## config.mk

```make
export PLATFORM = sky130hd
export DESIGN_NAME = flash_rd_ctrl_flat
export DESIGN_NICKNAME = d
export VERILOG_FILES = /design/src/rtl/flash_rd_pkg.sv /design/src/rtl/flash_rd_ctrl_if.sv /design/src/rtl/flash_rd_buf.sv /design/src/rtl/flash_rd_ctrl.sv /design/src/flat_wrapper.sv
export SDC_FILE = /design/constraint.sdc
export NUM_CORES = 1
export LEC_CHECK = 0
export BUFFER_PORTS_ARGS = -buffer_cell sky130_fd_sc_hd__buf_2
export CAP_MARGIN = 20
export CORE_UTILIZATION = 49
export DETAILED_ROUTE_END_ITERATION = 7
export HOLD_SLACK_MARGIN = 0.08
export PLACE_DENSITY = 0.88
export SETUP_SLACK_MARGIN = 0.15
export SLEW_MARGIN = 30
export SYNTH_ARGS = -nofsm -noshare
export SYNTH_HDL_FRONTEND = slang
export SYNTH_SLANG_ARGS = --single-unit
```

## constraint.sdc

```tcl
create_clock -name clk50 -period 2.1 [get_ports clk50]
set_input_delay 0.42 -clock clk50 [delete_from_list [all_inputs] [get_ports clk50]]
set_output_delay 0.42 -clock clk50 [all_outputs]
set_load 0.005 [all_outputs]
```

## src/rtl/flash_rd_pkg.sv

```systemverilog
// Shared types and constants for the NOR flash read controller.
// FSM state encoding, counter width and fixed levels for the unused flash control pins.
package flash_rd_pkg;

   typedef enum logic [2:0] {
      ST_RST,
      ST_RDY,
      ST_IDLE,
      ST_SETUP,
      ST_ACCESS,
      ST_REC
   } state_t;

   localparam int CNT_W = 5;

   localparam logic TIE_WE_N   = 1'b1;
   localparam logic TIE_BYTE_N = 1'b1;
   localparam logic TIE_WP_N   = 1'b0;

endpackage

```

## src/rtl/flash_rd_ctrl_if.sv

```systemverilog
// Cart ROM bus between the decoder (master) and flash_rd_ctrl (slave).
// Also carries the controller's FSM state for observation.
interface flash_rd_ctrl_if #(
   parameter int ADDR_W = 22
);
   import flash_rd_pkg::*;

   // req is held high with addr stable until ack, a one-cycle pulse with rdata
   // valid in that same cycle; req must be low in the cycle after ack.
   logic              req;
   logic [ADDR_W-1:0] addr;
   logic              ack;
   logic [15:0]       rdata;
   logic              busy;
   logic              inval;
   state_t            dbg_state;

   modport master (
      output req, addr, inval,
      input  ack, rdata, busy, dbg_state
   );

   modport slave (
      input  req, addr, inval,
      output ack, rdata, busy, dbg_state
   );

endinterface

```

## src/rtl/flash_rd_buf.sv

```systemverilog
// One-entry last-word buffer: stores address/data of the last flash read.
// inval clears the entry immediately and overrides a same-cycle write.
module flash_rd_buf #(
   parameter int ADDR_W = 22
) (
   input  logic              clk50,
   input  logic              rst,
   input  logic              i_inval,
   input  logic              i_wr_en,
   input  logic [ADDR_W-1:0] i_wr_addr,
   input  logic [15:0]       i_wr_data,
   input  logic [ADDR_W-1:0] i_lookup_addr,
   output logic              o_hit,
   output logic [15:0]       o_rd_data
);

   logic              r_valid;
   logic [ADDR_W-1:0] r_addr;
   logic [15:0]       r_data;

   always_ff @(posedge clk50) begin
      if (rst) begin
         r_valid <= 1'b0;
         r_addr  <= '0;
         r_data  <= '0;
      end else begin
         if (i_wr_en) begin
            r_addr <= i_wr_addr;
            r_data <= i_wr_data;
         end
         if (i_inval)
            r_valid <= 1'b0;
         else if (i_wr_en)
            r_valid <= 1'b1;
      end
   end

   // A pulse on inval already blocks a hit in the cycle it is asserted.
   assign o_hit     = r_valid && !i_inval && (i_lookup_addr == r_addr);
   assign o_rd_data = r_data;

endmodule

```

## src/rtl/flash_rd_ctrl.sv

```systemverilog
// Read-side controller for the 16-bit parallel NOR flash: timed CE#/OE# cycles
// with a last-word buffer. Optional macro FLASH_BYTESWAP_EN swaps the bytes of captured data.
module flash_rd_ctrl
   import flash_rd_pkg::*;
#(
   parameter int ADDR_W   = 22,
   parameter int TACC_CYC = 5,
   parameter int TREC_CYC = 1,
   parameter int RST_CYC  = 25,
   parameter int RDY_CYC  = 10
) (
   input  logic              clk50,
   input  logic              rst,
   flash_rd_ctrl_if.slave    bus,
   output logic [ADDR_W-1:0] FL_ADDR,
   input  logic [15:0]       FL_DQ,
   output logic              FL_CE_N,
   output logic              FL_OE_N,
   output logic              FL_WE_N,
   output logic              FL_BYTE_N,
   output logic              FL_WP_N,
   output logic              FL_RST_N
);

   state_t            r_state;
   logic [CNT_W-1:0]  r_cnt;
   logic              r_ack;
   logic [15:0]       r_rdata;
   logic              r_busy;
   logic [ADDR_W-1:0] r_fl_addr;
   logic              r_ce_n;
   logic              r_oe_n;
   logic              r_rst_n;
   logic              r_keep;

   logic              w_hit;
   logic [15:0]       w_buf_data;
   logic [15:0]       w_cap_data;
   logic              w_cap;

`ifdef FLASH_BYTESWAP_EN
   assign w_cap_data = {FL_DQ[7:0], FL_DQ[15:8]};
`else
   assign w_cap_data = FL_DQ;
`endif

   assign w_cap = (r_state == ST_ACCESS) && (r_cnt == '0);

   flash_rd_buf #(.ADDR_W(ADDR_W)) u_buf (
      .clk50         (clk50),
      .rst           (rst),
      .i_inval       (bus.inval),
      .i_wr_en       (w_cap),
      .i_wr_addr     (r_fl_addr),
      .i_wr_data     (w_cap_data),
      .i_lookup_addr (bus.addr),
      .o_hit         (w_hit),
      .o_rd_data     (w_buf_data)
   );

   always_ff @(posedge clk50) begin
      if (rst) begin
         r_state   <= ST_RST;
         r_cnt     <= '0;
         r_ack     <= 1'b0;
         r_rdata   <= '0;
         r_busy    <= 1'b1;
         r_fl_addr <= '0;
         r_ce_n    <= 1'b1;
         r_oe_n    <= 1'b1;
         r_rst_n   <= 1'b0;
         r_keep    <= 1'b0;
      end else begin
         r_ack <= 1'b0;
         case (r_state)
            ST_RST: begin
               if (r_cnt == CNT_W'(RST_CYC - 1)) begin
                  r_state <= ST_RDY;
                  r_cnt   <= '0;
                  r_rst_n <= 1'b1;
               end else begin
                  r_cnt <= r_cnt + CNT_W'(1);
               end
            end
            ST_RDY: begin
               if (r_cnt == CNT_W'(RDY_CYC - 1)) begin
                  r_state <= ST_IDLE;
                  r_cnt   <= '0;
                  r_busy  <= 1'b0;
               end else begin
                  r_cnt <= r_cnt + CNT_W'(1);
               end
            end
            ST_IDLE: begin
               if (bus.req) begin
                  if (w_hit) begin
                     r_ack   <= 1'b1;
                     r_rdata <= w_buf_data;
                  end else begin
                     // Address and strobes move together so FL_ADDR is stable for the whole strobe.
                     r_fl_addr <= bus.addr;
                     r_ce_n    <= 1'b0;
                     r_oe_n    <= 1'b0;
                     r_busy    <= 1'b1;
                     r_keep    <= 1'b1;
                     r_state   <= ST_SETUP;
                  end
               end
            end
            ST_SETUP: begin
               r_cnt   <= CNT_W'(TACC_CYC - 1);
               r_state <= ST_ACCESS;
               if (!bus.req)
                  r_keep <= 1'b0;
            end
            ST_ACCESS: begin
               if (r_cnt == '0) begin
                  r_rdata <= w_cap_data;
                  r_ack   <= r_keep && bus.req;
                  r_ce_n  <= 1'b1;
                  r_oe_n  <= 1'b1;
                  r_cnt   <= CNT_W'(TREC_CYC - 1);
                  r_state <= ST_REC;
               end else begin
                  r_cnt <= r_cnt - CNT_W'(1);
                  if (!bus.req)
                     r_keep <= 1'b0;
               end
            end
            ST_REC: begin
               if (r_cnt == '0) begin
                  r_state <= ST_IDLE;
                  r_busy  <= 1'b0;
               end else begin
                  r_cnt <= r_cnt - CNT_W'(1);
               end
            end
            default: r_state <= ST_RST;
         endcase
      end
   end

   assign bus.ack       = r_ack;
   assign bus.rdata     = r_rdata;
   assign bus.busy      = r_busy;
   assign bus.dbg_state = r_state;

   assign FL_ADDR   = r_fl_addr;
   assign FL_CE_N   = r_ce_n;
   assign FL_OE_N   = r_oe_n;
   assign FL_RST_N  = r_rst_n;
   assign FL_WE_N   = TIE_WE_N;
   assign FL_BYTE_N = TIE_BYTE_N;
   assign FL_WP_N   = TIE_WP_N;

endmodule

```

## src/flat_wrapper.sv

```systemverilog
// flat-port wrapper written by rule: the top's interface ports become plain ports
module flash_rd_ctrl_flat import flash_rd_pkg::*;
#(
   parameter int ADDR_W   = 22,
   parameter int TACC_CYC = 5,
   parameter int TREC_CYC = 1,
   parameter int RST_CYC  = 25,
   parameter int RDY_CYC  = 10
)
  (clk50, rst, FL_ADDR, FL_DQ, FL_CE_N, FL_OE_N, FL_WE_N, FL_BYTE_N, FL_WP_N, FL_RST_N, bus_req, bus_addr, bus_inval, bus_ack, bus_rdata, bus_busy, bus_dbg_state);
  flash_rd_ctrl_if #(.ADDR_W(ADDR_W)) bus_i ();
  input  logic clk50;
  input  logic rst;
  output logic [ADDR_W-1:0] FL_ADDR;
  input  logic [15:0] FL_DQ;
  output logic FL_CE_N;
  output logic FL_OE_N;
  output logic FL_WE_N;
  output logic FL_BYTE_N;
  output logic FL_WP_N;
  output logic FL_RST_N;
  input wire logic [$bits(bus_i.req)-1:0] bus_req;
  input wire logic [$bits(bus_i.addr)-1:0] bus_addr;
  input wire logic [$bits(bus_i.inval)-1:0] bus_inval;
  output wire logic [$bits(bus_i.ack)-1:0] bus_ack;
  output wire logic [$bits(bus_i.rdata)-1:0] bus_rdata;
  output wire logic [$bits(bus_i.busy)-1:0] bus_busy;
  output wire logic [$bits(bus_i.dbg_state)-1:0] bus_dbg_state;
  assign bus_i.req = bus_req;
  assign bus_i.addr = bus_addr;
  assign bus_i.inval = bus_inval;
  assign bus_ack = bus_i.ack;
  assign bus_rdata = bus_i.rdata;
  assign bus_busy = bus_i.busy;
  assign bus_dbg_state = bus_i.dbg_state;
  flash_rd_ctrl #(.ADDR_W(ADDR_W), .TACC_CYC(TACC_CYC), .TREC_CYC(TREC_CYC), .RST_CYC(RST_CYC), .RDY_CYC(RDY_CYC)) u_core (.clk50(clk50), .rst(rst), .bus(bus_i), .FL_ADDR(FL_ADDR), .FL_DQ(FL_DQ), .FL_CE_N(FL_CE_N), .FL_OE_N(FL_OE_N), .FL_WE_N(FL_WE_N), .FL_BYTE_N(FL_BYTE_N), .FL_WP_N(FL_WP_N), .FL_RST_N(FL_RST_N));
endmodule
```

==> results.py <==
metrics = {
    "final_layout": {
        "filler_cell_count": 737,
        "finalNonFillerCells": 710,
        "layout.nets": 643,
        "syn_to_final_growth_pct": 23.5,
        "final-seq-area_um2": 1810,
        "post-route-util_pct": 62.0,
        "antenna_diode_count": 0,
        "layout-drive-gt1-share_pct": 28.4,
        "multi_input_area_um2": 2470,
    },
    "pwr": {
        "worst_ir_drop_vdd_uv": 401,
        "leakagePower_nw": 2.10,
        "power_mw": 3.98,
        "cellPowerDensity_nw_per_um2": 739,
    },
    "worst_hold_path": {
        "holdCritStartpoint": "bus_inval",
        "hold_path_class": "primary input to register",
    },
    "routing": {
        "vias_per_cell": 5.40,
        "avgRoutedWirePerCell_um": 15.1,
        "vias": 3832,
        "detailedRoute.firstPassIterationCount": 4,
        "wl_um": 10800,
        "drc": 0,
        "detail_route.iter0.violations": 163,
        "ant_nets": 0,
    },
    "synth": {
        "synth.area.top_cells": "sky130_fd_sc_hd__dfxtp_1, sky130_fd_sc_hd__mux2i_1, sky130_fd_sc_hd__nand2_1",
        "yosysSeqAreaShare_pct": 41.3,
        "synth_flop_cell": "sky130_fd_sc_hd__dfxtp_1",
        "synth_commonest_cells": "sky130_fd_sc_hd__dfxtp_1, sky130_fd_sc_hd__nand2_1, sky130_fd_sc_hd__a21oi_1, sky130_fd_sc_hd__nand2b_1, sky130_fd_sc_hd__mux2i_1",
        "yosys_warnings": 0,
        "syn_inst": 500,
        "synthArstFlopShare_pct": 0,
        "synthMostInstantiatedCell": "sky130_fd_sc_hd__dfxtp_1",
        "synth_cell_types": 50,
        "mean_post_synth_cell_area_um2": 8.72,
        "yosys.area.top_type_share_pct": 41.3,
        "synth_enable_flop_cells": 0,
        "synth_area_leader_cell": "sky130_fd_sc_hd__dfxtp_1",
        "synth-seq-cells": 90,
        "syn-cell-area_um2": 4360,
    },
    "place": {
        "gpl.final_weighted_congestion": 0.842,
        "placed_cells": 684,
        "hpwl_um": 7180,
        "buffer_ports.inserted": 87,
    },
    "clock_network": {
        "cts_root_buffer": "sky130_fd_sc_hd__clkbuf_8",
        "clock_buffer_count_from_cts": 9,
        "cts_clk_pin_slew_worst_paths_ns": 0.09,
        "clock_latency_ns": 0.36,
        "cts_tree": "done",
        "htree_levels": 3,
        "cts-root-to-sink-buffers": 2,
        "cts.sink_count": 90,
        "cts.hold.buffers_added": 0,
    },
    "critical_path": {
        "r2r-start": "u_core.r_cnt[1]$_SDFFE_PP0P_",
        "largest_stage_delay_on_the_critical_path_ns": 0.44,
        "worst_path_max_delay_cell": "sky130_fd_sc_hd__o41ai_1",
        "worstSetupStartpointType": "register",
        "critical_path.cell_chain": "inv_4 -> ha_1 -> nor4bb_2 -> a2bb2oi_2 -> buf_4 -> o41ai_1 -> a221oi_2 -> a211oi_1",
        "crit_start": "u_core.r_cnt[1]$_SDFFE_PP0P_",
        "worstSetupPathType": "register to register",
        "crit_arrival_ns": 2.26,
        "critical_path.max_fanout": 4,
        "cp_data_required_time_ns": 2.37,
        "crit_path_capture_type": "register",
    },
    "flow_run": {
        "max-cap-violations": 0,
    },
    "floorplan": {
        "die_area_um2": 9280,
        "initial_utilization_pct": 50.2,
        "io_pins": 91,
        "placementRows": 34,
        "die_x_um": 96.3,
        "floorplan.die.height_um": 96.3,
        "area_of_the_core_um2": 8680,
    },
    "timing": {
        "min_period_over_period_pct": 94.7,
        "period_minus_slack_ns": 1.99,
        "finalSetupViolations": 0,
        "relSlewSlack_pct": 61.0,
        "finalMaxSlewViolations": 0,
        "timing.final.hold_violations": 0,
        "worst_clock_skew_ns": 0.0188,
        "fmax_mhz": 503,
        "max_slew.worst_pin.slew_ns": 0.583,
        "setup_repair_after_global_routing_missed_its_margin": "yes",
    },
    "global_route": {
        "grt_max_degree": 53,
        "number_of_global_route_vias_before_repair": 3566,
        "globalRouteTotalUtil_pct": 23.2,
        "global_route.overflow_total": 0,
        "grt_pass1_wl_um": 16400,
        "antenna_violations_before_repair": 0,
    },
    "outcome": {
        "outcome": "complete, no violations",
    },
}
-- path summary, 6_finish.rpt --
path	end	slack [ns]	cells past startpoint
setup / recovery	u_core.r_cnt[3]$_SDFFE_PP0P_	0.11	8
hold reg to reg	u_core.u_buf.o_rd_data[12]$_SDFFE_PP0P_	0.46	2
hold / removal	u_core.u_buf.r_valid$_SDFFE_PP0P_	0.24	2
setup reg to reg	u_core.r_cnt[3]$_SDFFE_PP0P_	0.11	8
-- worst max-delay path, delay by kind of cell, from the launching register on --
kind	cells	cell delay (ns)
AOI/OAI and AO/OA	4	1.01
buffers and inverters	2	0.19
adders and majority gates	1	0.16
DFF	1	0.37
and+or+nand+nor	1	0.18
-- sequential cells by signal, indices dropped and copies added, names as in the netlist --
signal                  cells
u_core.u_buf.o_rd_data     16
u_core.bus.dbg_state        3
u_core.bus.rdata           16
u_core.bus.ack              1
u_core.r_keep               1
u_core.u_buf.r_valid        1
u_core.u_buf.r_addr        22
u_core.r_cnt                5
u_core.FL_RST_N             1
u_core.FL_CE_N              1
u_core.FL_ADDR             22
u_core.bus.busy             1
-- stage by stage --
stage | setup slack (ns) | setup TNS, ns | hold slack, ns | area [µm²]
floorplan | 0.0828 | 0 | 0.429 | 4400
global placement | -0.0165 | -0.358 | 0.437 | 5010
detailed placement | -0.0787 | -1.26 | 0.446 | 5010
CTS | 0.153 | 0 | 0.230 | 5340
global route | 0.0588 | 0 | 0.225 | 5380
finish | 0.111 | 0 | 0.242 | 5380
-- power breakdown --
group          total, mW  internal [mW]  switching, mW  leakage (nW)
Combinational      0.936          0.464          0.472          1.27
Sequential          1.82           1.76         0.0577         0.727
Clock               1.22          0.596          0.629         0.108
Total               3.98           2.82           1.16          2.10
-- cell usage in the layout, fill, tap and decap left out, types with 3 or more instances in the layout --
cell type,netlist,layout
sky130_fd_sc_hd__mux2i_1,38,38
sky130_fd_sc_hd__nor2b_1,21,21
sky130_fd_sc_hd__clkbuf_8,0,10
sky130_fd_sc_hd__o21ai_0,5,3
sky130_fd_sc_hd__nand3_1,6,6
sky130_fd_sc_hd__nand4_1,6,6
sky130_fd_sc_hd__ha_1,4,3
sky130_fd_sc_hd__nor3_1,3,3
sky130_fd_sc_hd__buf_2,5,86
sky130_fd_sc_hd__buf_4,4,27
sky130_fd_sc_hd__inv_6,0,3
sky130_fd_sc_hd__dfxtp_1,90,88
sky130_fd_sc_hd__conb_1,2,3
sky130_fd_sc_hd__mux2_4,10,10
sky130_fd_sc_hd__mux2_2,7,7
sky130_fd_sc_hd__xnor2_1,22,22
sky130_fd_sc_hd__a21oi_4,0,4
sky130_fd_sc_hd__nand2_1,82,82
sky130_fd_sc_hd__nand2b_1,49,49
sky130_fd_sc_hd__buf_12,0,4
sky130_fd_sc_hd__nor2_1,27,27
sky130_fd_sc_hd__a21oi_1,49,48
-- cells by family after synthesis --
group / after synthesis / share of synthesized area, %
adders and majority gates: 4 / 1.15
buffers and inverters: 40 / 4.10
AOI/OAI and AO/OA: 75 / 9.93
and+or+nand+nor: 210 / 24.5
muxes: 55 / 14.0
other: 2 / 0.172
DFF: 90 / 41.3
xor gates and xnor gates: 24 / 4.82
-- metal layers --
layer | global-route usage (%) | vias to the layer above | routed length (µm)
met5 | 0 | - | 0
met4 | 9.44 | 0 | 207
met3 | 6.16 | 21 | 672
met2 | 41.5 | 128 | 5340
met1 | 26.1 | 1819 | 4540
li1 | - | 1864 | -
-- cell type report --
type | count | share of cell area (%)
multi-input cells | 373 | 46.0
flip-flops and latches | 90 | 33.6
repair buffers | 119 | 13.7
clock buffers | 10 | 2.56
well taps | 108 | 2.51
clock inverters | 6 | 1.30
inverters | 4 | 0.372
-- timing repair --
item / in CTS / in global routing
gates resized for setup: 12 / 8
buffers inserted: 7 / 1
gates cloned: 2 / 0
endpoints found under the setup margin: 46 / 71
endpoints found under the hold margin: 0 / 0
pin swaps: 2 / 4
(Power assumes the default switching activity.)
